===== src/rtl/pwm_pkg.sv =====
// Shared definitions for the two-channel motor PWM peripheral: register map,
// CTRL layout and the byte-enable merge helper.
package pwm_pkg;

    localparam int CNT_W_DEF = 16;

    localparam logic [7:0] REG_CTRL   = 8'h00;
    localparam logic [7:0] REG_PRESC  = 8'h04;
    localparam logic [7:0] REG_PERIOD = 8'h08;
    localparam logic [7:0] REG_DUTY0  = 8'h0C;
    localparam logic [7:0] REG_DUTY1  = 8'h10;
    localparam logic [7:0] REG_CNT    = 8'h14;
    localparam logic [7:0] REG_STATUS = 8'h18;
    localparam logic [7:0] REG_END    = 8'h1C;

    localparam int CTRL_EN    = 0;
    localparam int CTRL_DIR0  = 1;
    localparam int CTRL_DIR1  = 2;
    localparam int CTRL_IRQEN = 3;

    typedef struct packed {
        logic irqen;
        logic dir1;
        logic dir0;
        logic en;
    } ctrl_t;

    // Merge the enabled byte lanes of wdata into an existing register word.
    function automatic logic [31:0] apply_be(input logic [31:0] old_val,
                                             input logic [31:0] wdata,
                                             input logic [3:0]  be);
        logic [31:0] res;
        res = old_val;
        for (int b = 0; b < 4; b++) begin
            if (be[b]) res[b*8 +: 8] = wdata[b*8 +: 8];
        end
        return res;
    endfunction

endpackage


===== src/rtl/pwm_channel.sv =====
// One PWM channel: duty shadow register, compare against the shared counter,
// and the registered pwm output.
module pwm_channel
    import pwm_pkg::*;
#(
    parameter int CNT_W = CNT_W_DEF
)
(
    input  logic             Clk,
    input  logic             Rst,
    input  logic             en,
    input  logic             load,
    input  logic [CNT_W-1:0] duty,
    input  logic [CNT_W-1:0] cnt,
    output logic             pwm
);

    logic [CNT_W-1:0] duty_sh;

    always_ff @(posedge Clk or posedge Rst) begin
        if (Rst) begin
            duty_sh <= '0;
            pwm     <= 1'b0;
        end else begin
            if (load) duty_sh <= duty;
            pwm <= en && (cnt < duty_sh);
        end
    end

endmodule


===== src/rtl/pwm_motor.sv =====
// Two-channel H-bridge PWM peripheral with CtrBus slave interface.
// Build option: define PWM_IRQ_EN to implement CTRL.IRQEN and the irq_o output.
module pwm_motor
    import pwm_pkg::*;
#(
    parameter int ADDR_W = 5,
    parameter int CNT_W  = CNT_W_DEF
)
(
    input  logic              Clk,
    input  logic              Rst,
    input  logic              req,
    input  logic              we,
    input  logic [3:0]        be,
    input  logic [ADDR_W-1:0] addr,
    input  logic [31:0]       wdata,
    output logic              gnt,
    output logic              rvalid,
    output logic [31:0]       rdata,
    output logic              err,
    output logic [1:0]        pwm_o,
    output logic [1:0]        dir_o,
    output logic              irq_o
);

    ctrl_t            ctrl, ctrl_d;
    logic [CNT_W-1:0] presc, presc_d;
    logic [CNT_W-1:0] period, period_d;
    logic [CNT_W-1:0] duty0, duty0_d;
    logic [CNT_W-1:0] duty1, duty1_d;
    logic             wrap_flag, wrap_d;

    logic [CNT_W-1:0] psc;
    logic [CNT_W-1:0] cnt;
    logic [CNT_W-1:0] period_sh;

    logic [7:0]  off;
    logic        bad_addr;
    logic        wr_ok;
    logic        tick;
    logic        wrap;
    logic        shadow_load;
    logic [31:0] cur_word;
    logic [31:0] new_word;

    assign gnt      = req;
    assign off      = 8'(addr);
    assign bad_addr = (off[1:0] != 2'b00) || (off >= REG_END);
    assign wr_ok    = req && we && !bad_addr;

    assign tick        = ctrl.en && (psc == presc);
    assign wrap        = tick && (cnt == period_sh);
    assign shadow_load = !ctrl.en || wrap;

    // Current value of the addressed register; doubles as read data.
    always_comb begin
        case (off)
            REG_CTRL:   cur_word = {28'd0, ctrl};
            REG_PRESC:  cur_word = 32'(presc);
            REG_PERIOD: cur_word = 32'(period);
            REG_DUTY0:  cur_word = 32'(duty0);
            REG_DUTY1:  cur_word = 32'(duty1);
            REG_CNT:    cur_word = 32'(cnt);
            REG_STATUS: cur_word = {31'd0, wrap_flag};
            default:    cur_word = 32'd0;
        endcase
    end

    assign new_word = apply_be(cur_word, wdata, be);

    always_comb begin
        ctrl_d   = ctrl;
        presc_d  = presc;
        period_d = period;
        duty0_d  = duty0;
        duty1_d  = duty1;
        wrap_d   = wrap_flag;
        if (wr_ok) begin
            case (off)
                REG_CTRL:   ctrl_d   = ctrl_t'(new_word[3:0]);
                REG_PRESC:  presc_d  = new_word[CNT_W-1:0];
                REG_PERIOD: period_d = new_word[CNT_W-1:0];
                REG_DUTY0:  duty0_d  = new_word[CNT_W-1:0];
                REG_DUTY1:  duty1_d  = new_word[CNT_W-1:0];
                REG_STATUS: if (be[0] && wdata[0]) wrap_d = 1'b0;
                default:    ;
            endcase
        end
`ifndef PWM_IRQ_EN
        ctrl_d.irqen = 1'b0;
`endif
        // A wrap in the same cycle as a W1C keeps the flag set.
        if (wrap) wrap_d = 1'b1;
    end

    always_ff @(posedge Clk or posedge Rst) begin
        if (Rst) begin
            ctrl      <= '0;
            presc     <= '0;
            period    <= '0;
            duty0     <= '0;
            duty1     <= '0;
            wrap_flag <= 1'b0;
            rvalid    <= 1'b0;
            err       <= 1'b0;
            rdata     <= 32'd0;
        end else begin
            ctrl      <= ctrl_d;
            presc     <= presc_d;
            period    <= period_d;
            duty0     <= duty0_d;
            duty1     <= duty1_d;
            wrap_flag <= wrap_d;
            rvalid    <= req;
            err       <= req && bad_addr;
            rdata     <= (req && !we && !bad_addr) ? cur_word : 32'd0;
        end
    end

    // Prescaler, period counter and period shadow.
    always_ff @(posedge Clk or posedge Rst) begin
        if (Rst) begin
            psc       <= '0;
            cnt       <= '0;
            period_sh <= '0;
        end else if (!ctrl.en) begin
            psc       <= '0;
            cnt       <= '0;
            period_sh <= period;
        end else if (tick) begin
            psc <= '0;
            if (cnt == period_sh) begin
                cnt       <= '0;
                period_sh <= period;
            end else begin
                cnt <= cnt + CNT_W'(1);
            end
        end else begin
            psc <= psc + CNT_W'(1);
        end
    end

    pwm_channel #(.CNT_W(CNT_W)) u_ch0 (
        .Clk  (Clk),
        .Rst  (Rst),
        .en   (ctrl.en),
        .load (shadow_load),
        .duty (duty0),
        .cnt  (cnt),
        .pwm  (pwm_o[0])
    );

    pwm_channel #(.CNT_W(CNT_W)) u_ch1 (
        .Clk  (Clk),
        .Rst  (Rst),
        .en   (ctrl.en),
        .load (shadow_load),
        .duty (duty1),
        .cnt  (cnt),
        .pwm  (pwm_o[1])
    );

    assign dir_o = {ctrl.dir1, ctrl.dir0};

`ifdef PWM_IRQ_EN
    logic irq_q;

    // Built from next-state values so irq_o tracks WRAP && IRQEN with no extra lag.
    always_ff @(posedge Clk or posedge Rst) begin
        if (Rst) irq_q <= 1'b0;
        else     irq_q <= wrap_d && ctrl_d.irqen;
    end

    assign irq_o = irq_q;
`else
    assign irq_o = 1'b0;
`endif

endmodule


===== config.mk =====
export PLATFORM = sky130hd
export DESIGN_NAME = pwm_motor
export DESIGN_NICKNAME = d
export VERILOG_FILES = /design/src/rtl/pwm_pkg.sv /design/src/rtl/pwm_channel.sv /design/src/rtl/pwm_motor.sv
export SDC_FILE = /design/constraint.sdc
export NUM_CORES = 1
export LEC_CHECK = 0
export CORE_ASPECT_RATIO = 0.5
export CORE_MARGIN = 10
export CORE_UTILIZATION = 43
export CTS_CLUSTER_DIAMETER = 120
export CTS_CLUSTER_SIZE = 10
export DETAILED_ROUTE_END_ITERATION = 7
export HOLD_SLACK_MARGIN = 0.05
export SYNTH_ARGS = -nofsm -noshare
export SYNTH_HDL_FRONTEND = slang
export SYNTH_HIERARCHICAL = 1
export SYNTH_SLANG_ARGS = --single-unit

===== constraint.sdc =====
create_clock -name Clk -period 5.1 [get_ports Clk]
set_clock_uncertainty 0.05 [all_clocks]
set_input_delay 0.51 -clock Clk [delete_from_list [all_inputs] [get_ports Clk]]
set_output_delay 0.51 -clock Clk [all_outputs]
set_load 0.02 [all_outputs]

After elaboration in Yosys (flattened, before gate mapping)

Cells that the tools add are included.

Reductions and logical operators: 27
$lt $le $gt $ge: 3
Multiplexer cells: 16
Equal/unequal tests: 10
Add/subtract/negate cells: 2

Operators with widths:

| operator                | number |
|---|---|
| $mux W16                | 8 |
| $pmux W16 S7            | 1 |
| $add A16 B1 Y16 const B | 2 |
| $eq A16 B16 Y1          | 2 |
| $lt A16 B16 Y1          | 2 |
| $mux W32                | 1 |
| $mux W8                 | 2 |
| $eq A5 B5 Y1 const B    | 3 |
| $reduce_and A2 Y1       | 6 |
| $eq A5 B4 Y1 const B    | 2 |
| $logic_and A1 B1 Y1     | 10 |
| $logic_not A8 Y1        | 1 |
| $reduce_bool A2 Y1      | 4 |
| $eq A5 B3 Y1 const B    | 1 |
| $ge A5 B5 Y1 const B    | 1 |
| $mux W1                 | 4 |
| $ne A2 B1 Y1 const B    | 2 |
| $logic_not A1 Y1        | 3 |
| $reduce_and A3 Y1       | 1 |
| $logic_or A1 B1 Y1      | 2 |

Flip-flop bits (word level): 184
Logic and storage cells: 76
Output and inout port bits: 40

Logic depth before layout (Yosys ltp)

Gate-level depths: netlist (run 1).

Depth after elaboration: 6
Depth in mapped cells: 10
Mapped depth without buffers: 6

By module

Netlist (run 1), hierarchy kept.

Modules (own cells, without submodules):

| module      | sequential area each (µm²) | instances | area each (µm²) | cells each |
|---|---|---|---|---|
| pwm_motor   | 3353.2                     | 1         | 6617.6          | 657 |
| pwm_channel | 425.4                      | 2         | 962.2           | 104 |

Worst setup path before layout (run 1)

No wires, ideal clock.

Path type: reg-to-reg
From: register cnt[2]
To: register u_ch0.duty_sh[13]
Path slack: 2.590 ns
Library setup time: 0.135 ns
Arrival: 2.325 ns
Cell stages (with the launch flop): 10
Path through: dfrtp_1 clkbuf_1 xnor2_1 nand4_1 or4_1 o21ai_2 buf_4 buf_4 clkbuf_1 o21ai_0

Cells in the longest elaborated chain, start to end: 3

Ends and longest elaborated chain:

| element                | line              | RTL |
|---|---|---|
| from (decl)            | pwm_motor.sv:34   | `logic [CNT_W-1:0] cnt;` |
| from (signal assigned) | pwm_motor.sv:136  | `cnt <= cnt + CNT_W'(1);` |
| $eq A16 B16 Y1         | pwm_motor.sv:52   | `assign wrap = tick && (cnt == period_sh);` |
| $logic_and A1 B1 Y1    | pwm_motor.sv:52   |  |
| $logic_or A1 B1 Y1     | pwm_motor.sv:53   | `assign shadow_load = !ctrl.en \|\| wrap;` |
| net shadow_load        | pwm_motor.sv:42   | `logic shadow_load;` |
| to (signal assigned)   | pwm_channel.sv:25 | `if (load) duty_sh <= duty;` |
| to (decl)              | pwm_channel.sv:18 | `logic [CNT_W-1:0] duty_sh;` |

The timed path passes the listed nets, and every way through them passes these cells.
A chain may end at the register's enable or synchronous reset.

Final worst setup path (run 1)

From: input port addr[4]
To: register duty1[4]

Cells in the longest elaborated chain, start to end: 5
Elaborated cells on any way between the ends: 14
Classes of those cells: order compare (1); eq/ne (6); mux (2); reduce/logical (5)

Ends and longest elaborated chain:

| element                     | line             | RTL |
|---|---|---|
| from (decl)                 | pwm_motor.sv:15  | `input logic [ADDR_W-1:0] addr,` |
| $ge A5 B5 Y1                | pwm_motor.sv:48  | `assign bad_addr = (off[1:0] != 2'b00) \|\| (off >= REG_END);` |
| $logic_or A1 B1 Y1          | pwm_motor.sv:48  |  |
| $logic_not A1 Y1            | pwm_motor.sv:49  | `assign wr_ok = req && we && !bad_addr;` |
| $logic_and A1 B1 Y1         | pwm_motor.sv:49  |  |
| $reduce_and A2 Y1 (no line) | n/a              |  |
| to (signal assigned)        | pwm_motor.sv:112 | `duty1 <= duty1_d;` |
| to (decl)                   | pwm_motor.sv:30  | `logic [CNT_W-1:0] duty1, duty1_d;` |

Parallel ways exist; a longest one is shown, timed or not.

==> flow_summary.ini, run 1 <==
[layout]
final_layout_size_suffix_gt1_share_pct = 7.514
fillers = 1767
area_growth_pct = 14.31
nets = 969
n_antenna_cell = 0

[power]
clkPwrFrac_pct = 34.0
switchingPower_w = 0.001192
combPwrFrac_pct = 19.2
pwr_density_cell_nw_per_um2 = 381.3
p_int_w = 0.002531
power.leakage_nw = 4.150
p_seq_share_pct = 46.8
p_sw_share_pct = 32.02
ir_worst_vdd_v = 0.0002657

[worst_setup_path]
cp_cell_sequence = clkdlybuf4s50_1, nor4b_1, a32oi_1, o21ai_0, a22oi_1, a21oi_1
cp_max_fo = 20
slowest_stage = nor4b_1
crit_path_max_incr_delay_ps = 1030
end_kind = flop
cp.required_ps = 5400
worstPathArrival_ps = 3380
path_class = in2reg
worstReg2RegEnd = u_ch1/duty_sh[0]$_DFFE_PP0P_
rr_worst_depth = 6
r2r_slack_ps = 2130
r2r_start = presc[13]$_DFFE_PP0P_
startpoint_type = input port

[global_route]
gr-usage-all-layers_pct = 18.41
busiest_layer = met1
grt_use_met3_pct = 4.288
grt_pass1_vias = 6257
grt_max_degree = 101
grtUsageMet1_pct = 27.52
grt_first_pass_wirelength_mm = 37.26
grtUsageMet2_pct = 25.87
overflow = 0
antenna_found_initial = 0

[routing]
route.detailed.drc = 0
vias = 6645
wire_per_inst_um = 20.56
viasPerCell = 5.675
drt-initial-drc-count = 570
ant_nets = 0
drt_pass1_iterations = 5
wl_mm = 24.08

[sta]
holdWs_ps = 450.8
relSlewSlack_pct = 19.06
setup_violations = 0
rsz0062_at_grt = false
fin_crit_sh_pct = 60.24
tns_ps = 0
finalHoldViolations = 0
drv_slew = 0
worstMarginPinSlew_ps = 1197
period_needed_ps = 3072
max_freq_mhz = 325.5

[synth]
synth_compound_area_share_pct = 14.21
async_flop_share_pct = 100.0
synth_mux_area_share_pct = 6.621
synth_xor_area_share_pct = 4.511
avgSynthCellArea_um2 = 9.875
synth_warnings = 6
synth-seq-cells = 168
synth_top_family_by_area = simple AND/OR/NAND/NOR gates
synth-seq-area-share_pct = 49.22
synth.top_cell.area_share_pct = 49.22
synth_edf_count = 0
synth-adder-area-share_pct = 4.687
yosys-top-cells-area = dfrtp_1 49%, a21oi_1 5.7%, ha_1 4.7%
syn_area_um2 = 8542
synthFlopType = dfrtp_1
synth_cell_type_count = 59
syn_inst = 865
synth-simple-area-share_pct = 14.75
synth_commonest_cells = 168 x dfrtp_1, 97 x a21oi_1, 84 x nor2_1
synth_most_common_cell = dfrtp_1
yosysTopAreaCell = dfrtp_1

[run_status]
status = complete, no violations

[clock_network]
cts_num_sinks = 168
cts_buffer_depth = 2
cts_resized = 0
post-cts-setup-buffers = 0
cts_hold_buf = 0
cts_buffers = 17
clk_pin_slew_ps = 70
cts-root-buf = clkbuf_16
htree_levels = 4
cts_tree = yes
clock_latency_ps = 430

[floorplan]
die_h_um = 119.7
die_w_um = 219.3
rows = 36
ios = 85
die-area_um2 = 26240
start_util_pct = 43.80
core_um2 = 19500

[job]
cap_violations = 0

[hold_path]
min_from = psc[0]$_DFF_PP0_
worstHoldPathCells = 1
hold_path_class = reg2reg
holdPathEnd = psc[0]$_DFF_PP0_

[placed_design]
gp_congestion = 0.8783
numPortBuffers = 49
dp_hpwl_mm = 17.62
layer usage:
metal / vias to the layer above / part of all wire, %
met5: - / 0
met4: 0 / 1.1
met3: 17 / 7.2
met2: 212 / 42
met1: 3356 / 49
li1: 3060 / -
cell families after synthesis:
group / after synthesis
buf+inv: 111
fa+ha+maj: 32
compound gates: 204
simple gates: 252
flops: 168
mux: 53
xor+xnor: 44
other cells: 1
cell usage in the layout (no fill, tap or decap), drive strengths merged, types with 10 or more instances in the layout:
cell type	count
a21oi	97
and2	10
buf	11
clkbuf	18
clkdlybuf4s50	49
conb	17
dfrtp	168
ha	32
inv	48
mux2	28
mux2i	25
nand2	49
nand3	19
nand4	25
nor2	84
nor2b	17
o21ai	53
xnor2	34
xor2	10
worst max-delay path, delay by kind of cell:
| kind | cells | cell delay [ps] |
|---|---|---|
| AOI/OAI and AO/OA | 4 | 900 |
| and+or+nand+nor | 1 | 1030 |
| buffers and inverters | 1 | 930 |
flip-flops by register name (all words and copies together), names as in the netlist:
| name | cells |
|---|---|
| psc | 16 |
| dir_o | 2 |
| u_ch0/duty_sh | 16 |
| ctrl | 1 |
| wrap_flag | 1 |
| rvalid | 1 |
| u_ch0/pwm | 1 |
| presc | 16 |
| period | 16 |
| rdata | 16 |
| period_sh | 16 |
| u_ch1/duty_sh | 16 |
| err | 1 |
| cnt | 16 |
| duty0 | 16 |
| u_ch1/pwm | 1 |
| duty1 | 16 |
metrics by stage:
step	cell area (µm²)	std cells	utilization (%)	total power (W)	setup slack [ps]
CTS	9764	1171	50.06	0.003735	2090
global route	9764	1171	50.06	0.003915	1855
finish	9764	1171	50.06	0.003723	2028
global placement	9195	1139	47.15	0.002438	1638
floorplan	8602	881	-	0.002210	957.2
detailed placement	9195	1139	47.15	0.002467	1639
cell type report:
cell class / instances / area (µm²) / area share [%]
Timing Repair Buffer: 60 / 573.1 / 5.869
Tap cell: 266 / 332.8 / 3.409
Inverter: 43 / 166.4 / 1.704
Multi-Input combinational cell: 602 / 3919 / 40.13
Clock buffer: 18 / 429.2 / 4.395
Clock inverter: 14 / 140.1 / 1.435
Sequential cell: 168 / 4204 / 43.05
worst max path at each step:
| stage | endpoint | slack, ps | from | cells past startpoint |
|---|---|---|---|---|
| 2_1_floorplan | cnt[0]$_DFFE_PP0P_ | 960 | Rst | 1 |
| 3_3_place_gp | duty1[4]$_DFFE_PP0P_ | 1640 | addr[4] | 6 |
| 3_5_place_dp | duty1[4]$_DFFE_PP0P_ | 1640 | addr[4] | 6 |
| 4_1_cts | duty1[4]$_DFFE_PP0P_ | 2090 | addr[4] | 6 |
| 5_1_grt | presc[7]$_DFFE_PP0P_ | 1850 | addr[4] | 6 |
| 6_report | duty1[4]$_DFFE_PP0P_ | 2030 | addr[4] | 6 |
power groups by stage:
stage	sequential [W]	combinational [W]	clock, W
after detailed placement	0.00176	0.000709	0
after floorplan	0.00168	0.000534	0
after global placement	0.00175	0.000686	0
after CTS	0.00173	0.000715	0.00129
after global routing	0.00176	0.000806	0.00135
final	0.00174	0.000716	0.00127
Note: power is estimated with default switching activity, not from simulation.
==> run 2: changes to the inputs <==
- PLACE_DENSITY: default -> 0.65
- clock period: 5.1 -> 2.7 ns (I/O delays scaled with it)
==> flow_summary.ini, run 2 (same netlist as run 1, synthesis figures left out) <==
[floorplan]
rows = 36
core_um2 = 19500
die_w_um = 219.3
die_h_um = 119.7
ios = 85
start_util_pct = 43.80
die-area_um2 = 26240

[worst_setup_path]
worstPathArrival_ps = 2810
startpoint_type = flop
critPathBufInv = 2
cp_top_family = simple AND/OR/NAND/NOR gates
path_class = reg2reg
crit_path_max_incr_delay_ps = 640
cp.required_ps = 3010
r2r_slack_ps = 200
slowest_stage = or4_1
cp_max_fo = 34
end_kind = flop
cp_cell_sequence = xnor2_1, nand4_1, or4_1, o21ai_4, buf_12, buf_4, nand2_1, o21ai_0

[clock_network]
clk_pin_slew_ps = 60
post-cts-setup-buffers = 0
cts-root-buf = clkbuf_16
cts_buffer_depth = 2
cts_buffers = 17
cts_num_sinks = 168
clock_latency_ps = 440
cts_hold_buf = 0
cts_tree = yes
htree_levels = 4
cts_resized = 0

[global_route]
grt_pass1_vias = 6596
overflow = 0
gr-usage-all-layers_pct = 19.55
grt_first_pass_wirelength_mm = 39.23
grt_max_degree = 37
antenna_found_initial = 0

[layout]
area_growth_pct = 20.58
final_layout_size_suffix_gt1_share_pct = 13.10
final_cell_mix = 168 x dfrtp_1, 97 x a21oi_1, 82 x nor2_1
final_common_cell = dfrtp_1
nets = 1027
n_antenna_cell = 0

[routing]
route.detailed.drc = 0
ant_nets = 0
vias = 6856
drt-initial-drc-count = 585
wire_per_inst_um = 20.41
viasPerCell = 5.583
drt_pass1_iterations = 5
wl_mm = 25.07

[job]
cap_violations = 0

[sta]
max_freq_mhz = 400.5
setup_violations = 0
rsz0062_at_grt = false
fin_crit_sh_pct = 92.49
finalHoldViolations = 0
holdWs_ps = 285.0
relSlewSlack_pct = 25.02
tns_ps = 0
drv_slew = 0
period_needed_ps = 2497
worstMarginPinSlew_ps = 1109

[placed_design]
dp_hpwl_mm = 19.34
numPortBuffers = 49
gp_congestion = 0.9559

[power]
pwr_density_cell_nw_per_um2 = 700.9
power.leakage_nw = 4.473
ir_worst_vdd_v = 0.0004926

[hold_path]
hold_path_class = in2async

[run_status]
status = complete, no violations
==> run 2: cell type report <==
type / count / area (µm²)
clock inverters: 11 / 122.6
multi-input cells: 602 / 3923
flip-flops and latches: 168 / 4204
well taps: 266 / 332.8
repair buffers: 118 / 1096
inverters: 43 / 165.2
clock buffers: 20 / 456.7
fillers: 1760 / 9204
==> run 2: metrics by stage <==
step / utilization, % / std cells / total power [W] / instance area (µm²) / setup WS, ps
floorplan: - / 881 / 0.004176 / 8606 / 189.7
global placement: 49.82 / 1197 / 0.004735 / 9717 / 83.28
detailed placement: 49.82 / 1197 / 0.004799 / 9717 / 79.29
CTS: 52.79 / 1228 / 0.007245 / 10300 / 155.8
global route: 52.81 / 1228 / 0.007597 / 10300 / 106.6
finish: 52.81 / 1228 / 0.007220 / 10300 / 202.8
==> run 2: where the power goes <==
part	switching [W]	internal [W]	total [W]
combinational	0.000823	0.000655	0.00148
sequential	0.000375	0.00292	0.00330
clock	0.00104	0.00140	0.00244
==> run 2: final timing paths <==
path	start	endpoint	cells past startpoint
setup / recovery	cnt[15]$_DFFE_PP0P_	u_ch1/duty_sh[11]$_DFFE_PP0P_	8
hold / removal	Rst	u_ch1/duty_sh[13]$_DFFE_PP0P_	2
setup reg to reg	cnt[15]$_DFFE_PP0P_	u_ch1/duty_sh[11]$_DFFE_PP0P_	8
hold reg to reg	period_sh[3]$_DFFE_PP0P_	period_sh[3]$_DFFE_PP0P_	1
max in group asynchronous	Rst	err$_DFF_PP0_	3
min in group Clk	period_sh[3]$_DFFE_PP0P_	period_sh[3]$_DFFE_PP0P_	1
==> run 2: metal layers <==
metal / vias up / wire length [µm] / track usage [%] / share of wire [%]
met5: - / 0 / 0 / 0
met4: 0 / 374 / 5.953 / 1.5
met3: 25 / 1875 / 5.040 / 7.5
met2: 210 / 10490 / 27.15 / 42
met1: 3438 / 12330 / 28.92 / 49
li1: 3183 / - / - / -
==> run 3: changes to the inputs <==
- CORE_MARGIN: 10 -> 2
- GPL_TIMING_DRIVEN: default -> 0
==> flow_summary.ini, run 3 (same netlist as run 1, synthesis figures left out) <==
[sta]
finalHoldViolations = 0
setup_slack_ps = 23.30
setup_violations = 0
worstMarginPinSlew_ps = 1119
relSlewSlack_pct = 24.69
fin_crit_sh_pct = 99.14
max_freq_mhz = 373.6
drv_slew = 0
period_needed_ps = 2677

[global_route]
grt_max_degree = 42
grt_pass1_vias = 6790
antenna_found_initial = 2
gr-usage-all-layers_pct = 24.58
overflow = 0
grt_first_pass_wirelength_mm = 38.81

[routing]
wl_mm = 25.14
route.detailed.drc = 0
ant_nets = 0
drt_pass1_iterations = 6
vias = 7041
wire_per_inst_um = 20.35
drt-initial-drc-count = 781
viasPerCell = 5.701

[hold_path]
hold_path_class = in2async

[placed_design]
dp_hpwl_mm = 19.52
numPortBuffers = 47
gp_congestion = 0.9149
place_ws_ps = -749.2

[layout]
fillers = 1762
area_growth_pct = 19.96
final_layout_size_suffix_gt1_share_pct = 12.09
multi_input_area_um2 = 3974
final_common_cell = dfrtp_1
nets = 1032
final_cell_mix = 164 x dfrtp_1, 97 x a21oi_1, 84 x nor2_1
finalCoreUtilization_pct = 52.66
ff_latch_area_um2 = 4209

[floorplan]
ios = 85
rows = 36
die_h_um = 103.7
start_util_pct = 43.90
die_w_um = 203.3
core_um2 = 19460
die-area_um2 = 21080

[power]
p_int_w = 0.004895
clkPwrFrac_pct = 33.2
combPwrFrac_pct = 21.1
pwr_density_cell_nw_per_um2 = 706.8
p_sw_share_pct = 32.41
power.leakage_nw = 4.395
ir_worst_vdd_v = 0.0005394
switchingPower_w = 0.002347
p_seq_share_pct = 45.7

[worst_setup_path]
rr_worst_depth = 9
end_kind = flop
startpoint_type = input port
r2r_start = cnt[2]$_DFFE_PP0P_
r2r_slack_ps = 120
worstReg2RegEnd = u_ch0/duty_sh[4]$_DFFE_PP0P_
path_class = in2reg
worstPathArrival_ps = 2910
cp.required_ps = 2930
cp_max_fo = 10

[clock_network]
clock_latency_ps = 440
cts_hold_buf = 0
cts_tree = yes
cts_num_sinks = 168
cts_buffers = 17
clk_pin_slew_ps = 70
htree_levels = 4
cts-root-buf = clkbuf_16
cts_buffer_depth = 2

[job]
cap_violations = 0

[run_status]
status = complete, no violations
run 3: changes by cell type in the layout (fill, tap and decap cells not counted), moves of 5 or more:
cell / delta
buf_1: +7
clkbuf_1: +21
buf_4: -33
clkinv_4: +5
run 3: per-layer routing:
metal | vias up | wire [µm] | GRT usage [%] | part of all wire, %
met4 | 0 | 470 | 7.612 | 1.9
met1 | 3519 | 11510 | 35.33 | 46
li1 | 3197 | - | - | -
met2 | 289 | 10830 | 35.52 | 43
met5 | - | 0 | 0 | 0
met3 | 36 | 2328 | 7.332 | 9.3
run 3: layout make-up:
type | instances | share of cell area [%]
flip-flops and latches | 168 | 41.07
inverters | 43 | 1.612
multi-input cells | 602 | 38.78
diodes | 1 | 0.02442
well taps | 266 | 3.248
clock buffers | 18 | 4.188
repair buffers | 59 | 5.959
plain buffers | 64 | 3.700
clock inverters | 14 | 1.416
run 3: stage by stage:
step / total power, W / hold slack, ps / setup TNS [ps] / instance area (µm²) / cells
floorplan: 0.004176 / 146.1 / 0 / 8606 / 881
global placement: 0.004672 / 438.9 / -112750 / 9409 / 1194
detailed placement: 0.004751 / 447.4 / -42710 / 9489 / 1198
CTS: 0.007211 / 182.8 / 0 / 10170 / 1232
global route: 0.007580 / 202.8 / -3.756 / 10240 / 1234
finish: 0.007243 / 181.7 / 0 / 10250 / 1235
run 3: how the worst max path moves through the flow:
stage / slack (ps) / to / cells past startpoint / startpoint
finish: 20 / presc[1]$_DFFE_PP0P_ / 8 / addr[2]
global route: -4 / u_ch0/duty_sh[7]$_DFFE_PP0P_ / 9 / cnt[12]$_DFFE_PP0P_
CTS: 4 / u_ch1/duty_sh[7]$_DFFE_PP0P_ / 9 / presc[13]$_DFFE_PP0P_
detailed placement: -750 / duty1[7]$_DFFE_PP0P_ / 8 / addr[2]
global placement: -700 / duty1[7]$_DFFE_PP0P_ / 8 / addr[2]
floorplan: 190 / u_ch0/duty_sh[13]$_DFFE_PP0P_ / 9 / cnt[2]$_DFFE_PP0P_
run 3: critical path, stage by stage:
cell and delay (ps):
clkdlybuf4s50_1 500, buf_2 310, buf_2 370, mux2i_1 310
o32ai_1 110, a221o_1 310, a22oi_1 580, a21oi_1 140
run 3: power groups by stage:
stage / logic [W] / registers (W) / clock network, W
after floorplan: 0.00101 / 0.00317 / 0
after global placement: 0.00137 / 0.00330 / 0
after detailed placement: 0.00143 / 0.00332 / 0
after CTS: 0.00150 / 0.00328 / 0.00243
after global routing: 0.00169 / 0.00335 / 0.00254
final: 0.00153 / 0.00331 / 0.00240
run 3: what timing repair did:
item	4_1_cts	5_1_grt
endpoints found under the setup margin	63	50
pin swaps	2	1
resized for setup	25	12
buffers inserted	3	5
==> variant 1 (config.mk and constraints of run 1) <==
Change the package constant `CNT_W_DEF` from 16 to 32.
--- a/src/rtl/pwm_pkg.sv
+++ b/src/rtl/pwm_pkg.sv
@@ -3,5 +3,5 @@
 package pwm_pkg;
 
-    localparam int CNT_W_DEF = 16;
+    localparam int CNT_W_DEF = 32;
 
     localparam logic [7:0] REG_CTRL   = 8'h00;
Check against the original RTL: not equivalent (a bounded check fails within 4 cycles, from zero or initial values and one cycle with Rst high).
==> variant 1 against run 1 <==
- power up 61%
- critical path depth increased by 2
- final area is 89% higher
- area after synthesis grew 88%
- utilization up 0.62 points
- non-clock buffer count rose by 47
- sequential cell count up 160
- wire length grew 120%
- fmax shrank 9.6%
- worst setup slack worse by 0.32 ns
==> variant 1: results (changes against run 1) <==
Outcome: finished, final reports clean (unchanged)
Drt wl/cell: 23.77 µm (was 20.56 µm)
Commonest cells in the netlist: dfrtp_1, nand2_1, a21oi_1, nor2_1, o21ai_0 (was dfrtp_1, a21oi_1, nor2_1, o21ai_0, nand2_1)
Pleak: 0.007657 µW (was 0.004150 µW)
CP Max Fanout: 92 (was 20)
Synth Area in XOR/XNOR: 0.05006 (was 0.04511)
Hold-critical path depth: 2 (was 1)
WHS Endpoint: u_ch1/duty_sh[31]$_DFFE_PP0P_ (was psc[0]$_DFF_PP0_)
Fraction of layout instances using a drive strength above 1: 0.08246 (was 0.07514)
Worst stage delay on the critical path: 0.74 ns (was 1.03 ns)
Post-cts sizing count: 0 (unchanged)
CTS buffer count: 38 (was 17)
Yosys cell types: 55 (was 59)
Via density per instance: 5.959 (was 5.675)
Met2 Track Usage GR: 0.3221 (was 0.2587)
Adder-cell share of the synthesized area: 0.04975 (was 0.04687)
Worst path slowest cell: nor4_2 (was nor4b_1)
FF-to-FF Start: presc[18]$_DFFE_PP0P_ (was presc[13]$_DFFE_PP0P_)
FF-to-FF setup slack: 1.70 ns (was 2.13 ns)
Worst slack, placed: 1.476 ns (was 1.639 ns)
Worst slew margin: 0.3173 (was 0.1906)
Hold Slack: 0.4589 ns (was 0.4508 ns)
Vias in the first global route: 12986 (was 6257)
Detailed placement HPWL: 37.56 mm (was 17.62 mm)
Post-DP Area: 17420 µm² (was 9195 µm²)
CTS Buffer Depth: 3 (was 2)
R2R cell count: 8 (was 6)
Total nets after synthesis: 1782
CP Capture Point: period_sh[6]$_DFFE_PP0P_ (was duty1[4]$_DFFE_PP0P_)
PortBufs: 83 (was 49)
First-pass GRT wire length: 80.04 mm (was 37.26 mm)
Global-route usage over all layers: 0.2265 (was 0.1841)
Worst setup path class: reg -> reg (was in -> reg)
GPL Wtd Cong: 0.9023 (was 0.8783)
Post-synthesis average cell area: 9.621 µm² (was 9.875 µm²)
Clock slew at reported path FFs: 0.06 ns
Arr. time, crit path: 3.75 ns (was 3.38 ns)
Met3 usage: 0.07923 (was 0.04288)
Multiplexer share of the synthesized area: 0.03498 (was 0.06621)
Fin crit share: 0.6661 (was 0.6024)
M1 GR Usage: 0.3197 (was 0.2752)
Initial antenna violation count: 1 (was 0)
Buffer count from post-CTS setup fixing: 0 (unchanged)
Synth area leaders: dfrtp_1, a21oi_1, ha_1, nand2_1, nor2_1 (was dfrtp_1, a21oi_1, ha_1, nor2_1, xnor2_1)
Compound-Gate Fraction of Synth Area: 0.1560 (was 0.1421)
Max IR drop VDD: 205.7 µV (was 265.7 µV)
Pre-antenna DRT Iters: 6 (was 5)
Largest net degree at the start of global routing: 127 (was 101)
Htree depth: 2 (was 4)
Hold Crit Start: duty1[31]$_DFFE_PP0P_ (was psc[0]$_DFF_PP0_)
Worst skew pair latency: 0.54 ns (was 0.43 ns)
Seq/Total Area, Yosys: 0.5100 (was 0.4922)
Finished Layout Cells: 2207 (was 1171)
Initial DRC Count: 1309 (was 570)
## variant 1: area by class of cell
class	count	area, µm²
Inverter	74	281.5
Sequential cell	328	8208
Antenna cell	1	2.502
Clock buffer	42	1040
Tap cell	484	605.6
Timing Repair Buffer	107	1074
Multi-Input combinational cell	1171	7248
Fill cell	3385	17960
## variant 1: cells by family after synthesis
logic type | Yosys count
AND/OR/NAND/NOR | 545
AO/OA/AOI/OAI | 419
flip-flops | 328
buffers and inverters | 174
XOR/XNOR | 92
adder cells (fa/ha/maj) | 64
multiplexers | 50
other | 1
## variant 1: layer usage
| metal | part of all wire | up-vias |
|---|---|---|
| met5 | 0.0016 | - |
| met4 | 0.020 | 2 |
| met3 | 0.11 | 75 |
| met2 | 0.42 | 515 |
| met1 | 0.45 | 6601 |
| li1 | - | 5958 |
## variant 1: power by group
group / internal, µW / switching [µW] / leakage (µW)
registers: 2740 / 131 / 0.00451
clock network: 1420 / 1040 / 0.000512
logic: 237 / 437 / 0.00264
total: 4400 / 1600 / 0.00766
==> variant 2 (flow settings as in run 1) <==
Without the edit above. The output `err` loses its register stage (`err` becomes a continuous assignment).
--- a/src/rtl/pwm_motor.sv
+++ b/src/rtl/pwm_motor.sv
@@ -103,5 +103,4 @@
             wrap_flag <= 1'b0;
             rvalid    <= 1'b0;
-            err       <= 1'b0;
             rdata     <= 32'd0;
         end else begin
@@ -113,8 +112,9 @@
             wrap_flag <= wrap_d;
             rvalid    <= req;
-            err       <= req && bad_addr;
             rdata     <= (req && !we && !bad_addr) ? cur_word : 32'd0;
         end
     end
+
+    assign err = req && bad_addr;
 
     // Prescaler, period counter and period shadow.
Check against the original RTL: not equivalent (Yosys sat finds a counterexample within 4 cycles, from zero or initial values and one cycle with Rst high).
==> variant 2 against run 1 <==
- combinational power decreased by 47%
- area after synthesis increased by 0.13%
- die area increased by 0.12%
- worst setup slack got worse by 0.16 ns
- sequential cell count decreased by 1
- first-iteration DRC count decreased by 4.4%
- final area increased by 0.15%
- wire length decreased by 1.6%
- power decreased by 16%
- fmax decreased by 4.9%
- largest cell class unchanged
==> variant 2: results (changes against run 1) <==
Multiplexer share of the synthesized area: 0.09114 (was 0.06621)
Fraction of layout instances using a drive strength above 1: 0.1176 (was 0.07514)
Worst slack, placed: 1.527 ns (was 1.639 ns)
Seq/Total Area, Yosys: 0.4886 (was 0.4922)
Initial DRC Count: 545 (was 570)
Hold Crit Start: psc[0]$_DFF_PP0_ (unchanged)
Hold Slack: 0.4560 ns (was 0.4508 ns)
Detailed placement HPWL: 17.60 mm (was 17.62 mm)
FF-to-FF setup slack: 2.07 ns (was 2.13 ns)
Post-Synthesis Cells: 839 (was 865)
Buffer count from post-CTS setup fixing: 0 (unchanged)
Clock power frac: 0.402 (was 0.340)
Synth area leaders: dfrtp_1, mux2_2, a21oi_1, ha_1, xnor2_1 (was dfrtp_1, a21oi_1, ha_1, nor2_1, xnor2_1)
Inserted Diodes: 0 (unchanged)
Nets: 948 (was 969)
Global-route usage over all layers: 0.1834 (was 0.1841)
Cell count after placement: 1118 (was 1139)
Pleak: 0.004193 µW (was 0.004150 µW)
Setup crit start: addr[2] (was addr[4])
R2R cell count: 6 (unchanged)
Commonest cells in the netlist: dfrtp_1, a21oi_1, nor2_1, nand2_1, o21ai_0 (was dfrtp_1, a21oi_1, nor2_1, o21ai_0, nand2_1)
Via total after detailed routing: 6373 (was 6645)
Worst path slowest cell: clkdlybuf4s50_1 (was nor4b_1)
Filler cells: 1793 (was 1767)
Largest net degree at the start of global routing: 107 (was 101)
Yosys cell types: 52 (was 59)
Reg-to-reg endpoint: period_sh[4]$_DFFE_PP0P_ (was u_ch1/duty_sh[0]$_DFFE_PP0P_)
WHS Endpoint: psc[0]$_DFF_PP0_ (unchanged)
Drt wl/cell: 20.60 µm (was 20.56 µm)
CP Capture Point: err (was duty1[4]$_DFFE_PP0P_)
Sequential power share: 0.476 (was 0.468)
CP Max Fanout: 15 (was 20)
Worst slew margin: 0.2331 (was 0.1906)
Outcome: finished, final reports clean (unchanged)
Adder-cell share of the synthesized area: 0.04681 (was 0.04687)
GPL Wtd Cong: 0.8529 (was 0.8783)
Vias in the first global route: 6244 (was 6257)
Hold Crit Class: reg -> reg (unchanged)
Worst skew pair latency: 0.44 ns
Clock slew at reported path FFs: 0.07 ns (about the same)
Worst stage delay on the critical path: 0.72 ns (was 1.03 ns)
FF-to-FF Start: psc[2]$_DFF_PP0_ (was presc[13]$_DFFE_PP0P_)
First-pass GRT wire length: 36.98 mm (was 37.26 mm)
Power Total: 3137 µW (was 3723 µW)
Finished Layout Cells: 1150 (was 1171)
Cell-internal power: 2231 µW (was 2531 µW)
Max IR drop VDD: 240.6 µV (was 265.7 µV)
Worst path top cell family by delay: buffers and inverters (was simple AND/OR/NAND/NOR gates)
Pre-antenna DRT Iters: 5 (unchanged)
CTS Buffer Depth: 2 (unchanged)
Synth Area in XOR/XNOR: 0.04506 (was 0.04511)
Max Fclk: 309.6 MHz (was 325.5 MHz)
Compound-Gate Fraction of Synth Area: 0.1401 (was 0.1421)
Post-DP Area: 9215 µm² (was 9195 µm²)
Htree depth: 4 (unchanged)
## variant 2: cell types whose count changed after synthesis, sizes merged, moves of 7 or more
cell and delta:
nor2 -21, mux2 +19, a21oi -11, a2bb2oi +10, nand2 +8, nor2b -8, a22o +7, o22a +7
## variant 2: area by class of cell
| cell class | instances | area, µm² | share of cell area |
|---|---|---|---|
| Sequential cell | 167 | 4179 | 0.4273 |
| Multi-Input combinational cell | 586 | 3971 | 0.4061 |
| Timing Repair Buffer | 62 | 588.1 | 0.06013 |
| Clock buffer | 19 | 452.9 | 0.04632 |
| Tap cell | 266 | 332.8 | 0.03403 |
| Inverter | 37 | 143.9 | 0.01471 |
| Clock inverter | 13 | 111.4 | 0.01139 |
## variant 2: layer usage
layer | global-route usage | vias up | wire length [µm] | share of wire
met4 | 0.04026 | 0 | 282 | 0.012
li1 | - | 3004 | - | -
met2 | 0.2551 | 198 | 9769 | 0.41
met1 | 0.2727 | 3148 | 11860 | 0.50
met5 | 0 | - | 0 | 0
met3 | 0.05341 | 23 | 1786 | 0.075
